File: src/rtl/binarize_pkg.sv
// Shared definitions for the streaming thermometer binarizer: FSM state codes,
// derived-width helpers and the per-pixel ones-count conversion.
package binarize_pkg;

  localparam logic [0:0] IDLE = 1'b0;
  localparam logic [0:0] EMIT = 1'b1;

  typedef logic [0:0] state_t;

  function automatic int calc_num_groups(input int channels, input int group_ch);
    return channels / group_ch;
  endfunction

  function automatic int calc_group_w(input int num_groups);
    return (num_groups > 1) ? $clog2(num_groups) : 1;
  endfunction

  function automatic int calc_count_w(input int bit_width);
    return bit_width + 1;
  endfunction

  // Adding half the range to a sign-extended two's-complement value is the
  // same as inverting its MSB (offset-binary), so no adder is needed.
  function automatic logic [31:0] ones_count(input logic [31:0] pixel,
                                             input int bit_width,
                                             input logic is_signed);
    logic [31:0] mask_s;
    mask_s = (32'd1 << bit_width) - 32'd1;
    if (is_signed) begin
      ones_count = (pixel & mask_s) ^ (32'd1 << (bit_width - 1));
    end else begin
      ones_count = pixel & mask_s;
    end
  endfunction

endpackage

File: src/rtl/binarize_thermo_slice.sv
// One GROUP_CH-wide window of a pixel's thermometer code: bit j is set when
// channel (group*GROUP_CH + j) lies below the pixel's ones count.
module binarize_thermo_slice #(
  parameter int GROUP_CH = 64,
  parameter int COUNT_W  = 9,
  parameter int GROUP_W  = 2
) (
  input  logic [COUNT_W-1:0]  ones_i,
  input  logic [GROUP_W-1:0]  group_i,
  output logic [GROUP_CH-1:0] slice_o
);

  // Per-channel compare against the ones count.
  always_comb begin
    slice_o = {GROUP_CH{1'b0}};
    for (int j = 0; j < GROUP_CH; j++) begin
      slice_o[j] = ((32'(group_i) * 32'(GROUP_CH)) + 32'(j)) < 32'(ones_i);
    end
  end

endmodule

File: src/rtl/binarization_input_stream.sv
// Streaming input binarizer: latches one kernel window per accept and emits its
// thermometer code in GROUP_CH-channel slices. Define BINARIZE_ZSKIP_EN to drop
// all-zero trailing slices.
module binarization_input_stream
  import binarize_pkg::*;
#(
  parameter int KERNEL_SIZE = 9,
  parameter int BIT_WIDTH   = 8,
  parameter int CHANNEL_CNT = 256,
  parameter int GROUP_CH    = 64
) (
  input  logic                                              clk,
  input  logic                                              rst_n,
  input  logic                                              mode_signed,
  input  logic                                              in_valid,
  output logic                                              in_ready,
  input  logic [KERNEL_SIZE*BIT_WIDTH-1:0]                  in_pixel,
  output logic                                              out_valid,
  input  logic                                              out_ready,
  output logic [KERNEL_SIZE*GROUP_CH-1:0]                   out_data,
  output logic [calc_group_w(CHANNEL_CNT/GROUP_CH)-1:0]     out_group,
  output logic                                              out_last
);

  localparam int NUM_GROUPS = calc_num_groups(CHANNEL_CNT, GROUP_CH);
  localparam int GW         = calc_group_w(NUM_GROUPS);
  localparam int CW         = calc_count_w(BIT_WIDTH);
  localparam int DW         = KERNEL_SIZE * GROUP_CH;
  localparam logic [GW-1:0] LAST_FULL = GW'(NUM_GROUPS - 1);

  state_t                          state_q, state_d;
  logic [GW-1:0]                   group_q, group_d;
  logic [GW-1:0]                   last_group_q, last_group_d;
  logic [KERNEL_SIZE-1:0][CW-1:0]  ones_q, ones_d;
  logic                            valid_q, valid_d;
  logic                            last_q, last_d;
  logic [DW-1:0]                   data_q, data_d;

  logic [KERNEL_SIZE-1:0][CW-1:0]  new_ones_s;
  logic [GW-1:0]                   new_last_s;
  logic [DW-1:0]                   slice_s;

  // Convert every incoming pixel to its ones count using the current mode.
  always_comb begin
    new_ones_s = '0;
    for (int k = 0; k < KERNEL_SIZE; k++) begin
      new_ones_s[k] = CW'(ones_count(32'(in_pixel[k*BIT_WIDTH +: BIT_WIDTH]),
                                     BIT_WIDTH, mode_signed));
    end
  end

`ifdef BINARIZE_ZSKIP_EN
  // Highest slice holding any set bit across the window; group 0 always emitted.
  always_comb begin
    int need_s;
    int top_s;
    top_s = 1;
    for (int k = 0; k < KERNEL_SIZE; k++) begin
      need_s = (int'(new_ones_s[k]) + GROUP_CH - 1) / GROUP_CH;
      if (need_s > top_s) begin
        top_s = need_s;
      end else begin
        top_s = top_s;
      end
    end
    new_last_s = GW'(top_s - 1);
  end
`else
  assign new_last_s = LAST_FULL;
`endif

  assign in_ready = (state_q == IDLE) || (valid_q && out_ready && last_q);

  // Window sequencing; a final-slice fire may accept the next beat directly.
  always_comb begin
    state_d      = state_q;
    group_d      = group_q;
    last_group_d = last_group_q;
    ones_d       = ones_q;
    case (state_q)
      IDLE: begin
        if (in_valid) begin
          state_d      = EMIT;
          group_d      = {GW{1'b0}};
          ones_d       = new_ones_s;
          last_group_d = new_last_s;
        end else begin
          state_d = IDLE;
        end
      end
      EMIT: begin
        if (out_ready) begin
          if (!last_q) begin
            group_d = group_q + GW'(1);
          end else if (in_valid) begin
            group_d      = {GW{1'b0}};
            ones_d       = new_ones_s;
            last_group_d = new_last_s;
          end else begin
            state_d = IDLE;
            group_d = {GW{1'b0}};
          end
        end else begin
          state_d = EMIT;
        end
      end
      default: begin
        state_d = IDLE;
        group_d = {GW{1'b0}};
      end
    endcase
  end

  for (genvar k = 0; k < KERNEL_SIZE; k++) begin : g_slice
    binarize_thermo_slice #(
      .GROUP_CH (GROUP_CH),
      .COUNT_W  (CW),
      .GROUP_W  (GW)
    ) u_slice (
      .ones_i  (ones_d[k]),
      .group_i (group_d),
      .slice_o (slice_s[k*GROUP_CH +: GROUP_CH])
    );
  end

  // Outputs are precomputed from next state so they come straight from flops.
  always_comb begin
    valid_d = (state_d == EMIT);
    if (valid_d) begin
      last_d = (group_d == last_group_d);
      data_d = slice_s;
    end else begin
      last_d = 1'b0;
      data_d = {DW{1'b0}};
    end
  end

  // State and output registers.
  always_ff @(posedge clk or negedge rst_n) begin
    if (!rst_n) begin
      state_q      <= IDLE;
      group_q      <= {GW{1'b0}};
      last_group_q <= {GW{1'b0}};
      ones_q       <= '0;
      valid_q      <= 1'b0;
      last_q       <= 1'b0;
      data_q       <= {DW{1'b0}};
    end else begin
      state_q      <= state_d;
      group_q      <= group_d;
      last_group_q <= last_group_d;
      ones_q       <= ones_d;
      valid_q      <= valid_d;
      last_q       <= last_d;
      data_q       <= data_d;
    end
  end

  assign out_valid = valid_q;
  assign out_last  = last_q;
  assign out_group = group_q;
  assign out_data  = data_q;

endmodule

File: config.mk
export PLATFORM = sky130hd
export DESIGN_NAME = binarization_input_stream
export DESIGN_NICKNAME = d
export VERILOG_FILES = /design/src/rtl/binarize_pkg.sv /design/src/rtl/binarize_thermo_slice.sv /design/src/rtl/binarization_input_stream.sv
export SDC_FILE = /design/constraint.sdc
export NUM_CORES = 1
export LEC_CHECK = 0
export ABC_AREA = 1
export CAP_MARGIN = 20
export CORE_ASPECT_RATIO = 1.4
export CORE_MARGIN = 8
export CORE_UTILIZATION = 30
export DETAILED_ROUTE_END_ITERATION = 8
export HOLD_SLACK_MARGIN = 0.08
export SLEW_MARGIN = 25
export SYNTH_ARGS = -nofsm -noshare
export SYNTH_HDL_FRONTEND = slang
export SYNTH_HIERARCHICAL = 1
export SYNTH_SLANG_ARGS = --single-unit
File: constraint.sdc
create_clock -name clk -period 3.1 [get_ports clk]
set_input_delay 0.62 -clock clk [delete_from_list [all_inputs] [get_ports clk]]
set_output_delay 0.62 -clock clk [all_outputs]
set_load 0.02 [all_outputs]
==> impl_metrics.csv, run 1 <==
group,metric,value,unit
run_status,status,"finished, final reports clean",
clocking,cts_setup_buffers,0,
finish,drive_above_1_share,17.94,%
die,initial_core_util,30.25,%
placement,dp_hpwl,93010,um
yosys,synth-main-ff-cell,"dfrtp_1",
die,pin_count,658,
clocking,clkSinkCount,663,
timing,post-route-min-period,2.862,ns
yosys,syn_area,32800,um^2
timing,tightest_slew,0.5855,ns
timing,finalSetupViolCount,0,
critical_path,crit_path_top_delay_cell,"dfrtp_1",
finish,multi_input_area,11140,um^2
worst_hold_path,hold_class,"reg2reg",
detailed_routing,drt-met1-wl,46150,um
die,die_h,407.3,um
critical_path,cp_max_fo,22,
detailed_routing,via_per_inst,4.129,
timing,setup_ws,0.2383,ns
yosys,synth.most_common_cell,"nor2_1",
critical_path,arrival,3.37,ns
yosys,ys_seq_area_share,50.58,%
die,rows,143,
die,die_w,295.5,um
finish,seq_area,16590,um^2
grt,antenna_found_initial,15,
timing,finalSetupTns,0,ns
clocking,cts_max_path_buffers,3,
critical_path,critPathKind,"reg2reg",
detailed_routing,dr_wl_met2,58070,um
timing,relSlewSlack,60.85,%
finish,area_growth,41.75,%
detailed_routing,first_iter_violations,1336,
grt,grt_pass1_vias,29180,
detailed_routing,antenna_left,0,
timing,period_share,92.31,%
yosys,synth-seq-cells,663,
clocking,clk_pin_slew_worst_paths,0.06,ns
grt,grt_pass1_wl,177200,um
yosys,synthArstFlopShare,100.0,%
critical_path,start_kind,"flip-flop",
grt,grt_max_degree,92,
placement,routabilityCongestion,0.9157,
timing,hold_viol,0,
critical_path,worst-path-buf-inv,7,
critical_path,cp-end-kind,"flip-flop",
critical_path,critPathMaxStageDelay,0.44,ns
yosys,ys_top_cells_by_area,"dfrtp_1, nor2_1, inv_1",
critical_path,cp.required,3.60,ns
yosys,syn_nets,4362,
detailed_routing,highest_layer,"met5",
timing,clock_skew,0.02534,ns
grt,grt_overflow_total,0,
die,fp.dieArea,120300,um^2
detailed_routing,drt-pass1-iter-count,5,
critical_path,worstPathCellList,"nand2_1, nand2_2, nand2_4, buf_4, buf_4, nand2_1, nand2_1, inv_1, ha_1, inv_1, nor2_1, nand2_2, buf_12, o21ai_0, buf_4, nor2_1, inv_1, nor2_1",
finish,fin_nets,5353,
clocking,numCtsBuffers,74,
yosys,synth_edf_count,0,
detailed_routing,post_drt_wl_per_cell,17.28,um
clocking,root_buffer,"clkbuf_16",
detailed_routing,drc,0,
die,core-area,108400,um^2
timing,slew_violations,0,
critical_path,critPathTopFamily,"buffers and inverters",
yosys,synth.distinct_cells,26,
yosys,synth_top_area_share,50.58,%
placement,io_buffers,657,
timing,rsz0062_at_grt,"false",
detailed_routing,vias,27950,
timing,fmax,0.3494,GHz
yosys,syn_area_per_cell,7.704,um^2
yosys,yosysTopAreaCell,"dfrtp_1",
detailed_routing,drt-total-wl,116900,um
yosys,synthTopCellsByCount,"nor2_1, inv_1, nand2_1",
clocking,cts_tree,"done",
flow_run,maxCapViolations,0,
yosys,postSynthCellCount,4258,
yosys,ys_warn_count,6,
finish,fill_cells,10970,
placement,pre_cts_ws,-0.4913,ns
grt,track_usage,19.09,%
detailed_routing,wl_met3,9881,um
clocking,htreeDepth,3,
clocking,insertion_delay,0.63,ns
repair_timing:
| action | 4_1_cts | 5_1_grt |
|---|---|---|
| setup endpoints to repair | 0 | 3 |
| hold buffers | 1 | 0 |
| gates resized for setup | 0 | 2 |
| hold endpoints to repair | 40 | 0 |
logic make-up after synthesis:
group                    count (synthesis)  synth area share [%]
XOR/XNOR                                 9                0.2403
flip-flops                             663                 50.58
AO/OA/AOI/OAI                          116                 1.838
adder cells (fa/ha/maj)                 27                 1.030
AND/OR/NAND/NOR                       2248                 30.83
buffers and inverters                 1195                 15.49
flip-flops by register name, indices dropped and copies added, names as in the netlist:
signal	cells
ones_q	81
last_group_q	2
out_group	2
out_valid	1
out_data	576
out_last	1
path summary, 6_finish.rpt:
| path | from | endpoint | slack, ns | cells past startpoint |
|---|---|---|---|---|
| max | out_last$_DFF_PN0_ | out_data[30]$_DFF_PN0_ | 0.24 | 18 |
| min | ones_q[72]$_DFF_PN0_ | ones_q[72]$_DFF_PN0_ | 0.48 | 2 |
| max reg2reg | out_last$_DFF_PN0_ | out_data[30]$_DFF_PN0_ | 0.24 | 18 |
| min reg2reg | ones_q[72]$_DFF_PN0_ | ones_q[72]$_DFF_PN0_ | 0.48 | 2 |
| max in group asynchronous | rst_n | out_data[226]$_DFF_PN0_ | 1.59 | 4 |
| min in group asynchronous | rst_n | out_data[32]$_DFF_PN0_ | 0.56 | 2 |
worst register-to-register path: stages (launching register included):
cell     delay, ns
dfrtp_1       0.44
nand2_1       0.10
nand2_2       0.07
nand2_4       0.10
buf_4         0.17
buf_4         0.32
nand2_1       0.10
nand2_1       0.10
inv_1         0.05
ha_1          0.31
inv_1         0.05
nor2_1        0.11
nand2_2       0.11
buf_12        0.15
o21ai_0       0.27
buf_4         0.18
nor2_1        0.03
inv_1         0.05
nor2_1        0.04
layout by cell type (no fill, tap or decap):
master	count
clkdlybuf4s50_1	656
dfrtp_1	663
nand3_1	33
inv_2	107
inv_1	927
ha_1	27
inv_4	9
o21ai_1	13
inv_6	6
o21a_1	9
inv_16	1
inv_8	3
a21oi_1	35
nand2_2	24
clkinv_1	7
nor2_8	19
buf_12	53
clkinv_2	7
nor2_1	1041
bufinv_16	13
clkinv_8	1
buf_4	347
nor2_2	149
clkbuf_1	9
dlygate4sd3_1	1
o21ai_0	59
nor2_4	10
nand2_4	107
clkbuf_8	11
buf_8	1
clkinvlp_4	2
clkbuf_16	76
clkinv_4	6
nand2_1	856
diode_2	12
xnor2_1	9
nand4_1	9
cell type report:
type / count / share of cell area (%)
Sequential cell: 663 / 35.68
Multi-Input combinational cell: 2400 / 23.96
Timing Repair Buffer: 1058 / 22.06
Inverter: 1052 / 8.559
Clock buffer: 96 / 4.488
Tap cell: 1450 / 3.902
Clock inverter: 37 / 1.289
Antenna cell: 12 / 0.06458
through the flow:
| step | hold WS, ns | util (%) | cell area (um^2) | instances |
|---|---|---|---|---|
| final | 0.4755 | 42.89 | 46500 | 6768 |
| after floorplan | 0.3244 | - | 32800 | 4258 |
| after global placement | 0.4603 | 40.37 | 43770 | 6622 |
| after detailed placement | 0.4607 | 40.37 | 43770 | 6622 |
| after CTS | 0.4766 | 42.86 | 46470 | 6756 |
| after global routing | 0.4951 | 42.87 | 46480 | 6761 |
layer usage:
metal,track usage (%),up-vias
met2,33.62,698
met1,21.87,13160
met5,0,-
met4,5.394,2
li1,-,13940
met3,6.351,142
Power of run 1 is not shown: default switching activity piles up to over one toggle a cycle in this logic, so the estimate is an artifact.
==> run 2: changes to the inputs <==
--- a/config.mk
+++ b/config.mk
@@ -17,3 +17,4 @@
 export SYNTH_HDL_FRONTEND = slang
 export SYNTH_HIERARCHICAL = 1
 export SYNTH_SLANG_ARGS = --single-unit
+export TNS_END_PERCENT = 30
==> results of run 2 <==
Same layout as run 1: the final DEF is identical, and so are final timing and power.
Power of run 2 is left out for the same reason.
